<file path="config.mk">
export PLATFORM = sky130hd
export DESIGN_NAME = control_sequencer
export DESIGN_NICKNAME = d
export VERILOG_FILES = /design/src/rtl/control_sequencer.sv
export SDC_FILE = /design/constraint.sdc
export NUM_CORES = 1
export LEC_CHECK = 0
export CAP_MARGIN = 40
export CORE_MARGIN = 1
export CORE_UTILIZATION = 31
export DETAILED_ROUTE_END_ITERATION = 10
export GPL_TIMING_DRIVEN = 1
export HOLD_SLACK_MARGIN = 0.02
export PLACE_DENSITY_LB_ADDON = 0.1
export SLEW_MARGIN = 10
export SYNTH_ARGS = -nofsm -noshare
export SYNTH_HDL_FRONTEND = slang
export SYNTH_SLANG_ARGS = --single-unit
export TNS_END_PERCENT = 30
</file>
<file path="constraint.sdc">
create_clock -name clk -period 7.08 [get_ports clk]
set_clock_uncertainty 0.2 [all_clocks]
set_input_delay 1.416 -clock clk [delete_from_list [all_inputs] [get_ports clk]]
set_output_delay 1.416 -clock clk [all_outputs]
set_load 0.05 [all_outputs]
</file>
<file path="src/rtl/control_sequencer.sv">
// Control unit: instruction register, T-state step counter and microcode decode.
// Fetches opcode+operand from the shared bus, sequences execute micro-steps, and
// freezes on HLT until reset.
module control_sequencer #(
   parameter int unsigned T_STATES = 5
) (
   input  logic        clk,
   input  logic        rst,
   input  logic [7:0]  bus_in,
   input  logic        flag_c,
   input  logic        flag_z,
   output logic [3:0]  ir_addr,
   output logic [15:0] ctrl,
   output logic [2:0]  step,
   output logic        halted
);

   // Control word bit positions
   localparam int unsigned BitHlt = 15;
   localparam int unsigned BitMi  = 14;
   localparam int unsigned BitRi  = 13;
   localparam int unsigned BitRo  = 12;
   localparam int unsigned BitIo  = 11;
   localparam int unsigned BitIi  = 10;
   localparam int unsigned BitAi  = 9;
   localparam int unsigned BitAo  = 8;
   localparam int unsigned BitEo  = 7;
   localparam int unsigned BitSu  = 6;
   localparam int unsigned BitBi  = 5;
   localparam int unsigned BitOi  = 4;
   localparam int unsigned BitCe  = 3;
   localparam int unsigned BitCo  = 2;
   localparam int unsigned BitJ   = 1;
   localparam int unsigned BitFi  = 0;

   localparam logic [3:0] LastStep = 4'(T_STATES - 1);

   // Microcode ROM; steps are 4 bits wide so step+1 never wraps for T_STATES=8
   function automatic logic [15:0] word_at(input logic [3:0] s, input logic [3:0] op,
                                           input logic c, input logic z);
      logic [15:0] w;
      w = '0;
      if (s == 4'd0) begin
         w[BitCo] = 1'b1; w[BitMi] = 1'b1;
      end else if (s == 4'd1) begin
         w[BitRo] = 1'b1; w[BitIi] = 1'b1; w[BitCe] = 1'b1;
      end else begin
         case (op)
            4'h1: begin  // LDA
               if (s == 4'd2) begin w[BitIo] = 1'b1; w[BitMi] = 1'b1; end
               if (s == 4'd3) begin w[BitRo] = 1'b1; w[BitAi] = 1'b1; end
            end
            4'h2, 4'h3: begin  // ADD, SUB
               if (s == 4'd2) begin w[BitIo] = 1'b1; w[BitMi] = 1'b1; end
               if (s == 4'd3) begin w[BitRo] = 1'b1; w[BitBi] = 1'b1; end
               if (s == 4'd4) begin
                  w[BitEo] = 1'b1; w[BitAi] = 1'b1; w[BitFi] = 1'b1;
                  w[BitSu] = (op == 4'h3);
               end
            end
            4'h4: begin  // STA
               if (s == 4'd2) begin w[BitIo] = 1'b1; w[BitMi] = 1'b1; end
               if (s == 4'd3) begin w[BitAo] = 1'b1; w[BitRi] = 1'b1; end
            end
            4'h5: if (s == 4'd2) begin w[BitIo] = 1'b1; w[BitAi] = 1'b1; end
            4'h6: if (s == 4'd2) begin w[BitIo] = 1'b1; w[BitJ] = 1'b1; end
            4'h7: if (s == 4'd2 && c) begin w[BitIo] = 1'b1; w[BitJ] = 1'b1; end
            4'h8: if (s == 4'd2 && z) begin w[BitIo] = 1'b1; w[BitJ] = 1'b1; end
            4'hE: if (s == 4'd2) begin w[BitAo] = 1'b1; w[BitOi] = 1'b1; end
            4'hF: if (s == 4'd2) w[BitHlt] = 1'b1;
            default: w = '0;
         endcase
      end
      return w;
   endfunction

   logic [2:0]  step_q, step_d;
   logic [7:0]  ir_q, ir_d;
   logic        halted_q, halted_d;
   logic [15:0] word_cur;
   logic [15:0] word_nxt;

   // Decode current and look-ahead microcode words, gate output by reset/halt
   always_comb begin
      word_cur = word_at({1'b0, step_q}, ir_q[7:4], flag_c, flag_z);
      word_nxt = word_at({1'b0, step_q} + 4'd1, ir_q[7:4], flag_c, flag_z);
      if (rst) begin
         ctrl = '0;
      end else if (halted_q) begin
         ctrl = 16'h8000;
      end else begin
         ctrl = word_cur;
      end
   end

   // Next-state: IR load, step advance with early termination, halt latch
   always_comb begin
      step_d   = step_q;
      ir_d     = ir_q;
      halted_d = halted_q;
      if (!halted_q) begin
         if (word_cur[BitHlt]) begin
            halted_d = 1'b1;  // step and IR freeze on the HLT edge
         end else begin
            if (word_cur[BitIi]) ir_d = bus_in;
            if (step_q < 3'd2) begin
               step_d = step_q + 3'd1;
            end else if (({1'b0, step_q} == LastStep) || (word_nxt == '0)) begin
               step_d = '0;
            end else begin
               step_d = step_q + 3'd1;
            end
         end
      end
   end

   // State registers
   always_ff @(posedge clk or posedge rst) begin
      if (rst) begin
         step_q   <= '0;
         ir_q     <= '0;
         halted_q <= 1'b0;
      end else begin
         step_q   <= step_d;
         ir_q     <= ir_d;
         halted_q <= halted_d;
      end
   end

   assign ir_addr = ir_q[3:0];
   assign step    = step_q;
   assign halted  = halted_q;

endmodule

</file>
Word level (Yosys, flattened, before mapping)
Cells that the tools add are included.

Multipliers: 0. Add/sub/neg operators: 2. Muxes and demuxes: 62. Magnitude comparators: 1. Shift operators: 0. Bitwise logic cells: 2. Eq/ne operators: 18. Reductions and logical operators: 14. Divide/modulo/power cells: 0.

Operators by type and width (number): two-way mux 1 bit (36); two-way mux 16 bit (2); two-way mux 11 bit (2); == test 4 x 3 -> 1 bit (second input constant) (5); two-way mux 3 bit (6); case mux 1 bit (3 select lines) (6); == test 4 x 2 -> 1 bit (second input constant) (4); logical NOT 16 bit (1); == test 4 bit (second input constant) (3); two-way mux 2 bit (6); two-way mux 6 bit (2); == test 4 x 1 -> 1 bit (second input constant) (2); == test 3 x 2 -> 1 bit (second input constant) (2); OR reduction 6 bit (1); adder 3 x 1 -> 4 bit (second input constant) (1); logical AND 1 bit (4); logical NOT 4 bit (1); case mux 1 bit (2 select lines) (2); OR reduction 4 bit (1); adder 3 x 1 -> 3 bit (second input constant) (1); == test 3 x 1 -> 1 bit (second input constant) (1); == test 3 bit (second input constant) (1); logical NOT 3 bit (1); < comparator 3 x 2 -> 1 bit (second input constant) (1); other kinds (6) (7).

Bits in registers: 12. Output and inout bits: 24. Memories: 0. Memory bits (writable): 0. Memory bits (read-only): 0. Latch bits: 0.

Logic depth before layout (Yosys ltp)
Word-level depth: 11. Mapped depth: 7. Gate-level depth less buffers: 7.

Least setup slack after synthesis
Ideal clock, no wire load.

Path kind: reg-to-output. Start: register step_q[1], in the netlist step[1]. End: output port ctrl[14]. Setup slack: 1.585 ns. Required time: 5.464 ns. Stages on the path, launching flop included: 5. Arrival time: 3.879 ns. Path buffers: 0. Cell sequence: dfrtp_1 -> inv_1 -> ha_1 -> nand4b_1 -> a2111oi_0.

Cells in the longest elaborated chain, start to end: 7. Elaborated cells between the ends (all ways): 9. Classes of those cells: 2 x eq/ne; 6 x mux; 1 x reduce/logical.

Ends and longest elaborated chain: start, declared (RTL line 77) `logic [2:0] step_q, step_d;`; start signal, assigned (RTL line 124) `step_q <= step_d;`; == test 3 x 2 -> 1 bit (RTL line 50, 54, 62); two-way mux 1 bit (RTL line 50, 54, 62); two-way mux 1 bit; two-way mux 3 bit (RTL line 45) `end else if (s == 4'd1) begin`; two-way mux 1 bit * (RTL line 43) `if (s == 4'd0) begin`; two-way mux 16 bit * (RTL line 89) `end else if (halted_q) begin`; two-way mux 16 bit * (RTL line 87) `if (rst) begin`; end, declared (RTL line 13) `output logic [15:0] ctrl,`.

Mark *: on every way between the ends. The rest lies on a longest branch, timed or not.

Worst setup path after layout
Start: input port flag_z. End: output port ctrl[11].

Cells in the longest elaborated chain, start to end: 7.

Ends and longest elaborated chain: start, declared (RTL line 11) `input logic flag_z,`; logical AND 1 bit (RTL line 68) `4'h8: if (s == 4'd2 && z) begin w[BitIo] = 1'b1; w[BitJ] = 1'b1; end`; two-way mux 1 bit (RTL line 68); case mux 1 bit (3 select lines) (RTL line 48) `case (op)`; two-way mux 1 bit (RTL line 45); two-way mux 11 bit (RTL line 43); two-way mux 16 bit (RTL line 89); two-way mux 16 bit (RTL line 87).

No other way between the ends.

==> results.sh <==
export IMPL_synth_flop_cell="dfrtp_1"
export IMPL_worst_pin_slew_ps=537.0
export IMPL_grtUsageMet3=0.01279
export IMPL_grt_pass1_wl_mm=4.443
export IMPL_routabilityCongestion=0.8117
export IMPL_ys_types=42
export IMPL_num_vias=1039
export IMPL_timing_final_crit_share=0.7017
export IMPL_die_area_sq_mm=0.003652
export IMPL_clockPowerShare=0.077
export IMPL_hold_path_class="flop to flop"
export IMPL_finalNetCount=171
export IMPL_max_vdd_ir_drop_v=0.0001879
export IMPL_yosys_area_top_type="dfrtp_1"
export IMPL_worstPathMaxFanout=2
export IMPL_final_cells=195
export IMPL_ys_top_cells_by_area="dfrtp_1, ha_1, mux2_2"
export IMPL_slew_headroom=0.6420
export IMPL_area_delta_synth_final_pct=35.46
export IMPL_drcViolationCount=0
export IMPL_grt_max_degree=18
export IMPL_grtUsageMet2=0.2669
export IMPL_synth_edff_count=0
export IMPL_crit_chain="clkdlybuf4s50_1, nor4b_1, nand2_1, o21ai_0, and3b_1, clkdlybuf4s50_1"
export IMPL_p_per_area_mw_per_mm2=471.8
export IMPL_netSwitchingPower_mw=0.3688
export IMPL_cts_tree="done"
export IMPL_grt_overflow=0
export IMPL_power_frac_comb=0.661
export IMPL_yosys_warnings=0
export IMPL_diodes=0
export IMPL_intPower_mw=0.3077
export IMPL_synth_fp_nets=142
export IMPL_pin_count=36
export IMPL_hold_buffers=0
export IMPL_cp_common_cell="clkdlybuf4s50_1"
export IMPL_worstPathArrival_ps=3350
export IMPL_crit_family="buffers and inverters"
export IMPL_numClockSinks=12
export IMPL_antenna_found_initial=0
export IMPL_critical_path_required_ps=5460
export IMPL_start_kind="primary input"
export IMPL_routed_via_density=5.328
export IMPL_cts_resized=0
export IMPL_timing_fmax_mhz=201.3
export IMPL_rows=20
export IMPL_syn_area_per_cell_sq_um=8.606
export IMPL_slew_violations=0
export IMPL_synth_top_area_frac=0.2837
export IMPL_final_common_cell="clkdlybuf4s50_1"
export IMPL_setup_viol=0
export IMPL_grtUsageTotal=0.1619
export IMPL_place_area_sq_mm=0.001398
export IMPL_ys_seq_area_frac=0.2837
export IMPL_status="complete, no violations"
export IMPL_wl_per_cell_microns=13.97
export IMPL_rsz0062_at_grt="false"
export IMPL_swShare=0.5452
export IMPL_final_area_sq_mm=0.001434
export IMPL_layout_common_cells="clkdlybuf4s50_1, nand2_1, dfrtp_1, inv_1, nor2_1"
export IMPL_htreeDepth=1
export IMPL_hpwl_mm=2.046
export IMPL_synth_seq_cells=12
export IMPL_async_reset_ff_frac=1.000
export IMPL_firstDrtPassIters=4
export IMPL_routed_wl_mm=2.724
export IMPL_met1_usage=0.2137
export IMPL_dp_cells=191
export IMPL_die_w_microns=60.44
export IMPL_path_buf_inv=2
export IMPL_cts_inserted_buffers=3
export IMPL_numPortBuffers=35
export IMPL_setup_worst_path_class="primary input to output port"
export IMPL_cts_root_buf="clkbuf_4"
export IMPL_core_area_sq_mm=0.003153
export IMPL_netlist_area_sq_mm=0.001059
export IMPL_power_leakage_nw=0.5645
export IMPL_post_cts_buffers=0
export IMPL_grt_busiest_layer="met2"
export IMPL_path_clk_slew_ps=70
export IMPL_synthCells=123
export IMPL_die_height_microns=60.44
export IMPL_grt_pass1_vias=991
export IMPL_start_util=0.3357
export IMPL_ant_nets=0
export IMPL_clk_latency_ps=260
export IMPL_endpoint_kind="output port"
export IMPL_first_iter_violations=75
export IMPL_drv_cap=0
export IMPL_fin_tns_setup_ps=0
export IMPL_seq_power_share=0.262
export IMPL_clock_tree_buffer_depth=2
export IMPL_final_layout_size_suffix_gt1_frac=0.1060
export IMPL_fin_crit_ps=4968
export IMPL_critPathSlowestCell="clkdlybuf4s50_1"
export IMPL_max_stage_delay_ps=790
export IMPL_hold_violations=0
-- cell usage after synthesis (all sizes together) (2+ instances only) --
cell / count
nor4b: 3
a31oi: 2
nor4: 2
nand3: 2
o31ai: 2
ha: 7
and4: 2
nor3: 5
nand4b: 2
dfrtp: 12
buf: 11
nor2: 9
o21ai: 8
a21oi: 4
nand2: 15
inv: 9
and2: 2
mux2: 6
a311oi: 2
-- through the flow --
step | util | setup slack [ps] | power (mW) | hold slack, ps
floorplan | - | 1585 | 0.5108 | 281.9
global placement | 0.4433 | 2138 | 0.6212 | 294.1
detailed placement | 0.4433 | 2099 | 0.6233 | 296.3
CTS | 0.4548 | 2092 | 0.6797 | 313.7
global route | 0.4548 | 1946 | 0.7259 | 330.7
finish | 0.4548 | 2112 | 0.6764 | 312.0
-- routing by layer --
metal,vias up,wire [microns]
li1,507,-
met1,501,1242
met2,27,1349
met3,4,104
met4,0,28
met5,-,0
-- final timing paths --
| kind | endpoint | slack, ps | start | depth (start not counted) |
|---|---|---|---|---|
| max | ctrl[11] | 2110 | flag_z | 6 |
| min | ir_q[2]$_DFFE_PP0P_ | 310 | ir_q[2]$_DFFE_PP0P_ | 1 |
| max reg2reg | step[2]$_DFFE_PP0P_ | 4600 | step[2]$_DFFE_PP0P_ | 6 |
| min reg2reg | ir_q[2]$_DFFE_PP0P_ | 310 | ir_q[2]$_DFFE_PP0P_ | 1 |
| max in group asynchronous | step[1]$_DFFE_PP0P_ | 4990 | rst | 2 |
| min in group asynchronous | ir_q[6]$_DFFE_PP0P_ | 1380 | rst | 2 |
-- cell type report --
cell class | count | area, sq um
clock buffer | 4 | 36.28
fill | 328 | 1719
inverter | 9 | 33.78
multi-input combinational | 90 | 650.6
sequential | 12 | 300.3
tap | 44 | 55.05
timing repair buffer | 36 | 357.8
-- registers in the layout, indices dropped and copies added, names as in the netlist --
signal,flops
halted,1
ir_q,8
step,3
-- cells by family after synthesis --
| kind of cell | count (synthesis) | synth area share |
|---|---|---|
| flip-flops | 12 | 0.2837 |
| AO/OA/AOI/OAI | 28 | 0.1891 |
| multiplexers | 7 | 0.07682 |
| adder cells (fa/ha/maj) | 7 | 0.08274 |
| AND/OR/NAND/NOR | 48 | 0.2660 |
| buffers and inverters | 21 | 0.1016 |
-- power by group through the flow --
stage / sequential [mW] / combinational [mW] / clock, mW
floorplan: 0.166 / 0.345 / 0
global placement: 0.176 / 0.445 / 0
detailed placement: 0.177 / 0.446 / 0
CTS: 0.176 / 0.449 / 0.0549
global route: 0.184 / 0.483 / 0.0589
finish: 0.177 / 0.447 / 0.0521
No activity file was read; power rests on OpenSTA's default activity.
